--- config.mk ---
export PLATFORM = sky130hd
export DESIGN_NAME = dram_arbiter_4
export DESIGN_NICKNAME = d
export VERILOG_FILES = /design/src/rtl/dram_arbiter_4.sv
export SDC_FILE = /design/constraint.sdc
export NUM_CORES = 1
export LEC_CHECK = 0
export CAP_MARGIN = 20
export CORE_MARGIN = 2
export CORE_UTILIZATION = 34
export CTS_CLUSTER_DIAMETER = 80
export DETAILED_ROUTE_END_ITERATION = 10
export GPL_ROUTABILITY_DRIVEN = 0
export PLACE_DENSITY = 0.77
export SLEW_MARGIN = 20
export SYNTH_ARGS = -nofsm -noshare
export SYNTH_HDL_FRONTEND = slang
export SYNTH_SLANG_ARGS = --single-unit
--- constraint.sdc ---
create_clock -name clock -period 1.8 [get_ports clock]
set_clock_uncertainty 0.2 [all_clocks]
set_input_delay 0.36 -clock clock [delete_from_list [all_inputs] [get_ports clock]]
set_output_delay 0.36 -clock clock [all_outputs]
set_load 0.05 [all_outputs]
--- src/rtl/dram_arbiter_4.sv ---
// Single-transaction DRAM arbiter: four round-robin cores plus a priority external port.
// Optional per-core grant counters when ARB_STATS_EN is defined.
module dram_arbiter_4 #(
   parameter int unsigned ADDR_W = 9,
   parameter int unsigned DATA_W = 16,
   parameter int unsigned RD_LAT = 1
) (
   input  logic                  clock,
   input  logic                  reset_n,
   input  logic [3:0]            core_req,
   input  logic [3:0]            core_we,
   input  logic [4*ADDR_W-1:0]   core_addr,
   input  logic [4*DATA_W-1:0]   core_wdata,
   output logic [3:0]            core_ack,
   output logic [DATA_W-1:0]     core_rdata,
   input  logic                  ext_req,
   input  logic                  ext_we,
   input  logic [ADDR_W-1:0]     ext_addr,
   input  logic [DATA_W-1:0]     ext_wdata,
   output logic                  ext_ack,
`ifdef ARB_STATS_EN
   input  logic                  stat_clr,
   output logic [4*16-1:0]       stat_grants,
`endif
   output logic                  mem_en,
   output logic                  mem_we,
   output logic [ADDR_W-1:0]     mem_addr,
   output logic [DATA_W-1:0]     mem_wdata,
   input  logic [DATA_W-1:0]     mem_rdata,
   output logic                  busy,
   output logic [2:0]            grant_id
);

   localparam int unsigned CNT_W = $clog2(RD_LAT + 1);

   typedef enum logic [1:0] {S_IDLE, S_ISSUE, S_WAIT, S_ACK} state_e;

   state_e              state_q, state_d;
   logic [2:0]          owner_q, owner_d;
   logic                we_q, we_d;
   logic [ADDR_W-1:0]   addr_q, addr_d;
   logic [DATA_W-1:0]   wdata_q, wdata_d;
   logic [DATA_W-1:0]   rdata_q, rdata_d;
   logic [1:0]          last_q, last_d;
   logic [CNT_W-1:0]    cnt_q, cnt_d;

   logic [ADDR_W-1:0]   caddr  [4];
   logic [DATA_W-1:0]   cwdata [4];
   logic                core_hit;
   logic [1:0]          core_pick;
   logic [1:0]          idx;

   always_comb begin
      for (int unsigned i = 0; i < 4; i++) begin
         caddr[i]  = core_addr[i*ADDR_W +: ADDR_W];
         cwdata[i] = core_wdata[i*DATA_W +: DATA_W];
      end
   end

   // Round-robin scan starts just after the last core granted; wraps back to it last.
   always_comb begin
      core_hit  = 1'b0;
      core_pick = '0;
      idx       = '0;
      for (int unsigned k = 1; k <= 4; k++) begin
         idx = last_q + 2'(k);
         if (!core_hit && core_req[idx]) begin
            core_hit  = 1'b1;
            core_pick = idx;
         end
      end
   end

   always_ff @(posedge clock) begin
      if (!reset_n) begin
         state_q <= S_IDLE;
         owner_q <= '0;
         we_q    <= 1'b0;
         addr_q  <= '0;
         wdata_q <= '0;
         rdata_q <= '0;
         last_q  <= 2'd3;
         cnt_q   <= '0;
      end else begin
         state_q <= state_d;
         owner_q <= owner_d;
         we_q    <= we_d;
         addr_q  <= addr_d;
         wdata_q <= wdata_d;
         rdata_q <= rdata_d;
         last_q  <= last_d;
         cnt_q   <= cnt_d;
      end
   end

   always_comb begin
      state_d = state_q;
      owner_d = owner_q;
      we_d    = we_q;
      addr_d  = addr_q;
      wdata_d = wdata_q;
      rdata_d = rdata_q;
      last_d  = last_q;
      cnt_d   = cnt_q;
      unique case (state_q)
         S_IDLE: begin
            if (ext_req) begin
               owner_d = 3'd4;
               we_d    = ext_we;
               addr_d  = ext_addr;
               wdata_d = ext_wdata;
               state_d = S_ISSUE;
            end else if (core_hit) begin
               owner_d = {1'b0, core_pick};
               we_d    = core_we[core_pick];
               addr_d  = caddr[core_pick];
               wdata_d = cwdata[core_pick];
               last_d  = core_pick;
               state_d = S_ISSUE;
            end
         end
         S_ISSUE: begin
            if (we_q) begin
               state_d = S_ACK;
            end else begin
               cnt_d   = CNT_W'(RD_LAT);
               state_d = S_WAIT;
            end
         end
         S_WAIT: begin
            cnt_d = cnt_q - 1'b1;
            if (cnt_q == CNT_W'(1)) begin
               rdata_d = mem_rdata;
               state_d = S_ACK;
            end
         end
         S_ACK: begin
            state_d = S_IDLE;
         end
         default: state_d = S_IDLE;
      endcase
   end

   always_comb begin
      mem_en     = (state_q == S_ISSUE);
      mem_we     = (state_q == S_ISSUE) && we_q;
      mem_addr   = addr_q;
      mem_wdata  = wdata_q;
      core_rdata = rdata_q;
      core_ack   = '0;
      if ((state_q == S_ACK) && !owner_q[2]) begin
         core_ack[owner_q[1:0]] = 1'b1;
      end
      ext_ack  = (state_q == S_ACK) && owner_q[2];
      busy     = (state_q != S_IDLE);
      grant_id = (state_q == S_IDLE) ? 3'd7 : owner_q;
   end

`ifdef ARB_STATS_EN
   logic [15:0] grants_q [4];
   logic        core_issue;

   assign core_issue = (state_q == S_IDLE) && !ext_req && core_hit;

   // Clear takes precedence over a same-cycle grant.
   always_ff @(posedge clock) begin
      if (!reset_n || stat_clr) begin
         for (int unsigned i = 0; i < 4; i++) grants_q[i] <= '0;
      end else if (core_issue && (grants_q[core_pick] != '1)) begin
         grants_q[core_pick] <= grants_q[core_pick] + 16'd1;
      end
   end

   always_comb begin
      for (int unsigned i = 0; i < 4; i++) stat_grants[i*16 +: 16] = grants_q[i];
   end
`endif

endmodule
==> impl_metrics.py, run 1 <==
metrics = {
    "logic_synthesis": {
        "async_reset_ff_frac": 0,
        "syn_area_sq_mm": 0.00326,
        "synth-edff-count": 0,
        "synth_ff_type": "dfxtp_1",
        "synth_area_leaders": "dfxtp_1 (31%), a21boi_0 (7.1%), o21ai_0 (6.9%)",
        "yosys.area.top_type_share": 0.307,
        "syn_area_per_cell_sq_um": 7.42,
        "syn-num-nets": 597,
        "ys_seq_area_frac": 0.307,
        "yosys_register_bits": 50,
        "synthCells": 440,
        "synth_commonest_cells": "dfxtp_1 (50), nand2_1 (49), o21ai_0 (45)",
        "yosysWarnings": 0,
        "synth_top_cell_by_area": "dfxtp_1",
        "yosysMostFrequentCell": "dfxtp_1",
        "yosysUniqueCellTypes": 42,
    },
    "sta": {
        "worstMarginPinSlew_ns": 0.524,
        "setup_viol": 39,
        "slew_viol_final": 0,
        "rsz0062_at_grt": "yes",
        "finalCritPeriodShare": 1.10,
        "timing.setup.tns_ns": -3.22,
        "fin_crit_ns": 1.98,
        "worst_slack_ns": -0.180,
        "hold_viol": 0,
        "fmax_mhz": 505,
        "slew_headroom": 0.650,
    },
    "global_routing": {
        "grt_pass1_wl_mm": 20.8,
        "grt_usage": 0.253,
        "grt_use_met1": 0.309,
        "gr-usage-met2": 0.457,
        "use_met3": 0.0369,
        "busiest_layer": "met2",
        "grt_pass1_vias": 4239,
        "antenna_found_initial": 0,
        "grt-ovfl-total": 0,
        "grt_max_degree": 41,
    },
    "power_and_ir_drop": {
        "peakVddDrop_mv": 0.667,
        "p_leak_nw": 2.72,
        "p_clk_frac": 0.085,
        "powerDensity_mw_per_mm2": 1260,
        "p_comb_frac": 0.707,
        "netSwitchingPower_w": 0.00396,
        "share_seq_of_total_power": 0.207,
        "swShare": 0.457,
        "p_int_w": 0.00470,
    },
    "cts": {
        "worstSkewPairLatency_ns": 0.32,
        "cts.sinks": 50,
        "cts_buffers": 5,
        "root_buffer": "clkbuf_8",
        "htreeDepth": 2,
        "clkSlewWorstSetupHoldPaths_ns": 0.11,
        "cts_tree": "done",
        "cts_hold_buf": 0,
        "cts_buffer_depth": 2,
    },
    "critical_path": {
        "worstPathArrival_ns": 1.42,
        "critPathCaptureType": "primary output",
        "cp_max_fo": 5,
        "cp_data_required_time_ns": 1.24,
        "crit_type": "flop to primary output",
        "cp-start-kind": "flop",
    },
    "job": {
        "maxCapViolCount": 0,
    },
    "placed_design": {
        "io_buffer_count": 204,
        "placed_cells": 773,
        "hpwl_mm": 9.43,
    },
    "floorplan": {
        "core_sq_mm": 0.00928,
        "pin_count": 205,
        "die_y_um": 102,
        "num_rows": 35,
        "dieArea_sq_mm": 0.0104,
        "die-width_um": 102,
        "initial_core_util": 0.351,
    },
    "run_status": {
        "violations": "negative setup slack",
        "status": "finished, violations left",
    },
    "worst_hold_path": {
        "hold_class": "flop to flop",
    },
    "cells_and_area": {
        "antennaDiodeCount": 0,
        "fin_nets": 840,
        "final_cells": 813,
        "area_growth_pct": 111,
        "fillers": 639,
        "drive_gt1_frac": 0.345,
    },
    "detailed_routing": {
        "drtAntennaViolNets": 0,
        "drtIter0Drc": 249,
        "viasPerCell": 5.50,
        "wl_per_cell_um": 18.3,
        "routed_wl_mm": 14.8,
        "drc": 0,
        "drt-pass1-iter-count": 5,
        "dr_total_vias": 4470,
    },
}
critical path, stage by stage (launching register included):
cell     delay [ns]
dfxtp_4        0.39
inv_4          0.05
ha_4           0.15
buf_6          0.12
or2_4          0.24
buf_12         0.15
power groups by stage:
stage                     Sequential [W]  Combinational (W)  Clock (W)
after floorplan                  0.00264            0.00170          0
after global placement           0.00176            0.00462          0
after detailed placement         0.00176            0.00470          0
after CTS                        0.00178            0.00563   0.000750
after global routing             0.00184            0.00639   0.000796
final                            0.00180            0.00612   0.000740
area by class of cell:
class                           instances  area, sq um  share of cell area
Multi-Input combinational cell        342         2530               0.368
Clock inverter                          3         28.8             0.00417
Tap cell                              129          161              0.0234
Timing Repair Buffer                  279         3060               0.444
Sequential cell                        50         1010               0.147
Clock buffer                            5         68.8             0.00998
Inverter                                5         26.3             0.00381
flip-flops by register name, summed over array words and instances, names as in the netlist:
name	cells
cnt_q	1
core_rdata	16
last_q	2
mem_addr	9
mem_wdata	16
owner_q	3
state_q	2
we_q	1
worst paths after layout:
kind	endpoint	slack, ns	depth (start not counted)	startpoint
worst max-delay path	grant_id[1]	-0.18	5	state_q[1]
worst min-delay path	core_rdata[12]	0.26	2	core_rdata[12]
worst max register to register	mem_wdata[15]	-0.11	11	state_q[1]
worst min register to register	core_rdata[12]	0.26	2	core_rdata[12]
stage by stage:
stage          setup WS, ns  power [W]  utilization  hold WS (ns)  cell area (sq um)
3_3_place_gp         -0.563    0.00638        0.632         0.242               5870
5_1_grt              -0.212    0.00902        0.742         0.288               6890
3_5_place_dp         -0.656    0.00646        0.632         0.246               5870
6_report             -0.180    0.00866        0.742         0.260               6890
4_1_cts              -0.159    0.00816        0.709         0.262               6580
2_1_floorplan        -0.322    0.00434            -         0.260               3310
routing by layer:
metal	vias to the layer above	part of all wire
met1	2108	0.39
met5	-	0
met4	0	0.028
met3	34	0.073
li1	2101	-
met2	227	0.51
cell families after synthesis:
kind of cell	after synthesis	share of synthesized area
and+or+nand+nor	136	0.217
DFF	50	0.307
AOI/OAI and AO/OA	200	0.391
buffers and inverters	48	0.0644
muxes	2	0.00614
adders and majority gates	4	0.0153
cells in the final DEF, fill, tap and decap left out, types with 18 or more instances in the layout:
master and n:
clkdlybuf4s50_1 147, o21ai_0 21, a21boi_1 20, and3_1 25, a21o_1 20, a31oi_1 21, buf_4 67, a21boi_0 18
o21ai_1 34, nand2_1 45, buf_12 32, buf_6 20, dfxtp_1 44
timing repair:
item                                    CTS  global route
gates cloned                              6             2
pin swaps                                53            34
setup buffers                            18            12
resized for setup                       123            76
endpoints found under the setup margin   41            44
Power figures use the tool's default switching activity.
==> inputs of run 2 (changes only) <==
--- a/config.mk
+++ b/config.mk
@@ -16,3 +16,4 @@
 export SYNTH_ARGS = -nofsm -noshare
 export SYNTH_HDL_FRONTEND = slang
 export SYNTH_SLANG_ARGS = --single-unit
+export TNS_END_PERCENT = 10
==> run 2 against run 1 <==
Against the previous run: the flow still finishes with violations (negative setup slack); highest routed layer unchanged; sequential share of layout area increased by 1.0 points; die area unchanged; first-iteration DRC count decreased by 19%; clock power decreased by 3%; combinational power decreased by 14%; largest power group unchanged.
==> impl_metrics.py, run 2 (synthesis results as in run 1) <==
metrics = {
    "run_status": {
        "violations": "negative setup slack",
        "status": "finished, violations left",
    },
    "sta": {
        "fin_crit_ns": 1.94,
        "slew_headroom": 0.655,
        "fmax_mhz": 516,
        "setup_viol": 37,
        "rsz0062_at_grt": "yes",
        "finalCritPeriodShare": 1.08,
        "slew_viol_final": 0,
        "worstMarginPinSlew_ns": 0.517,
        "hold_viol": 0,
        "holdWs_ns": 0.268,
        "worst_slack_ns": -0.138,
    },
    "global_routing": {
        "grt_usage": 0.252,
        "grt_pass1_vias": 4461,
        "grt_pass1_wl_mm": 21.0,
        "grt-ovfl-total": 0,
        "grt_max_degree": 30,
        "antenna_found_initial": 0,
    },
    "job": {
        "maxCapViolCount": 0,
    },
    "critical_path": {
        "critPathCaptureType": "primary output",
        "worstPathArrival_ns": 1.38,
        "crit_type": "flop to primary output",
        "reg2reg_from": "last_q[1]",
        "cp_data_required_time_ns": 1.24,
        "cp-start-kind": "flop",
        "rrSetupSlack_ns": -0.13,
        "r2r_end": "mem_wdata[4]",
        "cp_max_fo": 4,
        "reg2reg_depth": 6,
    },
    "detailed_routing": {
        "drtAntennaViolNets": 0,
        "drtIter0Drc": 202,
        "drt-pass1-iter-count": 5,
        "drc": 0,
        "viasPerCell": 5.41,
        "routed_wl_mm": 13.8,
        "dr_total_vias": 4349,
        "wl_per_cell_um": 17.2,
    },
    "floorplan": {
        "pin_count": 205,
        "num_rows": 35,
        "core_sq_mm": 0.00928,
        "die-width_um": 102,
        "dieArea_sq_mm": 0.0104,
        "initial_core_util": 0.351,
        "die_y_um": 102,
    },
    "cts": {
        "clkSlewWorstSetupHoldPaths_ns": 0.11,
        "htreeDepth": 2,
        "worstSkewPairLatency_ns": 0.32,
        "cts.sinks": 50,
        "cts_buffers": 5,
        "cts_tree": "done",
        "cts_buffer_depth": 2,
        "root_buffer": "clkbuf_8",
    },
    "worst_hold_path": {
        "hold_depth": 2,
        "holdPathEnd": "core_rdata[8]",
        "hold_class": "flop to flop",
        "hold_start": "core_rdata[8]",
    },
    "cells_and_area": {
        "fillers": 735,
        "fin_nets": 831,
        "drive_gt1_frac": 0.284,
        "final_cell_mix": "clkdlybuf4s50_1 (147), buf_4 (72), nand2_1 (47)",
        "final_common_cell": "clkdlybuf4s50_1",
        "multi_input_area_sq_mm": 0.00237,
        "antennaDiodeCount": 0,
        "final_core_utilization": 0.694,
        "area_growth_pct": 97.4,
        "register_area_sq_mm": 0.00101,
    },
    "power_and_ir_drop": {
        "p_leak_nw": 2.57,
        "peakVddDrop_mv": 0.662,
        "powerDensity_mw_per_mm2": 1200,
    },
    "placed_design": {
        "dp_slack_ns": -0.783,
        "hpwl_mm": 9.48,
        "io_buffer_count": 204,
    },
}
run 2: cell types whose count changed in the layout (fill, tap and decap cells not counted), sizes merged:
cell / change
clkdlybuf4s15: -1
clkbuf: -2
buf: -7
bufbuf: +1
run 2: area by class of cell:
cell class | count | share of cell area
timing repair buffer | 270 | 0.431
inverter | 5 | 0.00330
clock inverter | 3 | 0.00408
multi-input combinational | 342 | 0.368
tap | 129 | 0.0251
sequential | 50 | 0.158
clock buffer | 5 | 0.0107
run 2: metal layers:
| metal | global-route usage | wire length, um |
|---|---|---|
| met5 | 0 | 0 |
| met4 | 0.0728 | 177 |
| met3 | 0.0472 | 1070 |
| met2 | 0.478 | 7040 |
| met1 | 0.285 | 5510 |
run 2: worst max-delay path by stage:
| stage | to | startpoint | depth (start not counted) |
|---|---|---|---|
| detailed placement | mem_wdata[8] | core_req[3] | 6 |
| floorplan | core_ack[1] | state_q[1] | 2 |
| global placement | state_q[1] | core_req[3] | 6 |
| finish | grant_id[1] | state_q[0] | 5 |
| CTS | grant_id[1] | state_q[1] | 5 |
| global route | mem_wdata[4] | last_q[1] | 6 |
run 2: power breakdown:
part	switching [W]	total, W	internal [W]	leakage, nW
Clock	0.000434	0.000721	0.000287	0.0491
Sequential	0.000290	0.00175	0.00146	0.413
Combinational	0.00289	0.00528	0.00238	2.11
run 2: critical path: stages, from the launching register on:
cell     delay, ns
dfxtp_2       0.34
inv_1         0.07
ha_4          0.17
buf_6         0.12
or2_4         0.23
buf_8         0.15
run 2: metrics by stage:
stage	cell area (sq um)	setup TNS, ns	instances	power (W)
floorplan	3280	-3.15	440	0.00431
global placement	5690	-20.46	772	0.00606
detailed placement	5690	-22.97	772	0.00615
CTS	6260	-3.02	800	0.00754
global route	6440	-4.90	804	0.00814
finish	6440	-2.78	804	0.00775
run 2: repair_timing:
action | CTS | global route
gates cloned | 6 | 0
pin swaps | 25 | 11
gates resized for setup | 102 | 42
endpoints found under the hold margin | 0 | 0
buffers inserted | 14 | 4
hold buffers | 0 | 0
endpoints found under the setup margin | 44 | 55
==> inputs of run 3 (changes only) <==
--- a/config.mk
+++ b/config.mk
@@ -5,6 +5,7 @@
 export SDC_FILE = /design/constraint.sdc
 export NUM_CORES = 1
 export LEC_CHECK = 0
+export ABC_AREA = 1
 export CAP_MARGIN = 20
 export CORE_MARGIN = 2
 export CORE_UTILIZATION = 34
==> run 3 against run 2 <==
Against the previous run: the run still ends with negative setup slack left; fmax shrank 11%; global-route usage shrank 2.1 points; utilization grew 0.26 points; first-iteration DRC count grew 47%; combinational power grew 110%; cell area grew 0.85%; worst hold slack gained 0.0073 ns; cell count grew 10%; critical path type is now flop to flop; critical endpoint is now mem_addr[6].
==> impl_metrics.py, run 3 <==
metrics = {
    "sta": {
        "slew_headroom": 0.675,
        "holdWs_ns": 0.275,
        "fmax_mhz": 460,
        "worst_slack_ns": -0.373,
        "hold_viol": 0,
        "fin_crit_ns": 2.17,
        "worstMarginPinSlew_ns": 0.487,
        "rsz0062_at_grt": "yes",
        "finalCritPeriodShare": 1.21,
        "setup_viol": 38,
        "slew_viol_final": 0,
    },
    "cts": {
        "worstSkewPairLatency_ns": 0.29,
        "cts_buffer_depth": 2,
        "root_buffer": "clkbuf_8",
        "htreeDepth": 2,
        "cts_hold_buf": 0,
        "clkSlewWorstSetupHoldPaths_ns": 0.09,
        "cts_buffers": 5,
        "cts_tree": "done",
        "cts.sinks": 50,
    },
    "floorplan": {
        "core_sq_mm": 0.00933,
        "pin_count": 205,
        "num_rows": 35,
        "die_y_um": 102,
        "initial_core_util": 0.352,
        "die-width_um": 102,
        "dieArea_sq_mm": 0.0105,
    },
    "logic_synthesis": {
        "synthCells": 540,
        "synth_top_cell_by_area": "dfxtp_1",
        "syn_area_sq_mm": 0.00328,
        "async_reset_ff_frac": 0,
        "yosysWarnings": 0,
        "yosys_register_bits": 50,
        "synth_commonest_cells": "nand2_1 (148), nand3_1 (84), a21oi_1 (55)",
        "yosys.area.top_type_share": 0.305,
        "synth-edff-count": 0,
        "syn_area_per_cell_sq_um": 6.08,
        "synth_area_leaders": "dfxtp_1 (30%), nand2_1 (17%), nand3_1 (13%)",
        "yosysMostFrequentCell": "nand2_1",
        "yosysUniqueCellTypes": 30,
        "synth_ff_type": "dfxtp_1",
        "ys_seq_area_frac": 0.305,
        "syn-num-nets": 697,
    },
    "power_and_ir_drop": {
        "peakVddDrop_mv": 0.951,
        "powerDensity_mw_per_mm2": 2070,
        "p_leak_nw": 2.85,
    },
    "global_routing": {
        "gr-usage-met2": 0.436,
        "grt-ovfl-total": 0,
        "grt_usage": 0.231,
        "grt_pass1_wl_mm": 19.2,
        "busiest_layer": "met2",
        "grt_use_met1": 0.262,
        "grt_max_degree": 53,
        "antenna_found_initial": 0,
        "grt_pass1_vias": 4219,
        "use_met3": 0.0404,
    },
    "worst_hold_path": {
        "hold_class": "flop to flop",
    },
    "cells_and_area": {
        "final_cell_mix": "clkdlybuf4s50_1 (148), nand2_1 (119), nand3_1 (69)",
        "area_growth_pct": 97.8,
        "final_cells": 887,
        "antennaDiodeCount": 0,
        "fin_nets": 914,
        "final_common_cell": "clkdlybuf4s50_1",
        "drive_gt1_frac": 0.247,
    },
    "detailed_routing": {
        "drtAntennaViolNets": 0,
        "viasPerCell": 5.03,
        "wl_per_cell_um": 15.5,
        "dr_total_vias": 4464,
        "routed_wl_mm": 13.8,
        "drc": 0,
        "drtIter0Drc": 296,
        "drt-pass1-iter-count": 5,
    },
    "run_status": {
        "status": "finished, violations left",
        "violations": "negative setup slack",
    },
    "critical_path": {
        "critPathCaptureType": "flop",
        "worstPathArrival_ns": 2.17,
        "cp_max_fo": 8,
        "cp_data_required_time_ns": 1.79,
        "cp-start-kind": "flop",
        "crit_type": "flop to flop",
    },
    "job": {
        "maxCapViolCount": 0,
    },
    "placed_design": {
        "io_buffer_count": 204,
        "hpwl_mm": 9.75,
        "placed_cells": 867,
    },
}
==> run 3: timing repair <==
item,CTS,global route
pin swaps,2,16
endpoints found under the setup margin,42,42
buffers inserted,0,3
gates cloned,1,8
gates resized for setup,34,72
==> run 3: layer usage <==
metal | share of wire | routed length, um | vias to the layer above
met1 | 0.37 | 5060 | 2003
met3 | 0.066 | 913 | 32
li1 | - | - | 2207
met5 | 0 | 0 | -
met2 | 0.53 | 7320 | 222
met4 | 0.035 | 483 | 0
==> run 3: worst paths after layout <==
path	depth (start not counted)	startpoint	slack, ns	end
setup / recovery	14	last_q[0]	-0.37	mem_addr[6]
hold / removal	2	mem_addr[4]	0.28	mem_addr[4]
setup reg to reg	14	last_q[0]	-0.37	mem_addr[6]
hold reg to reg	2	mem_addr[4]	0.28	mem_addr[4]
==> run 3: cell families after synthesis <==
family | count (synthesis) | synth area share
buf+inv | 82 | 0.110
flops | 50 | 0.305
compound gates | 99 | 0.159
fa+ha+maj | 4 | 0.0152
simple gates | 305 | 0.411
==> run 3: metrics by stage <==
step | area, sq um | TNS [ns] | worst slack (ns) | utilization | total power [W]
after CTS | 6050 | -9.19 | -0.333 | 0.649 | 0.0115
after global routing | 6500 | -15.59 | -0.486 | 0.697 | 0.0143
after global placement | 5810 | -19.09 | -0.686 | 0.623 | 0.0100
after detailed placement | 5810 | -21.05 | -0.721 | 0.623 | 0.0102
after floorplan | 3280 | -7.54 | -0.413 | - | 0.00719
final | 6500 | -11.35 | -0.373 | 0.697 | 0.0135
==> run 3: where the power goes <==
| group | switching (W) | internal (W) | total [W] |
|---|---|---|---|
| registers | 0.000316 | 0.00148 | 0.00180 |
| clock network | 0.000378 | 0.000414 | 0.000792 |
| logic | 0.00622 | 0.00467 | 0.0109 |
| total | 0.00691 | 0.00657 | 0.0135 |
==> run 3: layout make-up <==
class	count	area, sq um
fillers	756	2830
repair buffers	245	2790
multi-input cells	408	2220
flip-flops and latches	50	1010
inverters	47	206
well taps	129	161
clock buffers	5	68.8
clock inverters	3	45.0
==> run 3: critical path, stage by stage (launching register included) <==
cell and delay (ns):
dfxtp_2 0.34, buf_6 0.12, inv_8 0.08, nand2_2 0.07
nand3_2 0.12, nand2_4 0.08, nor2_4 0.12, nand3_4 0.10
nand3_4 0.20, clkinv_8 0.13, clkbuf_16 0.18, nand2_1 0.05
nand3_1 0.08, nand3_1 0.09, a21oi_1 0.06
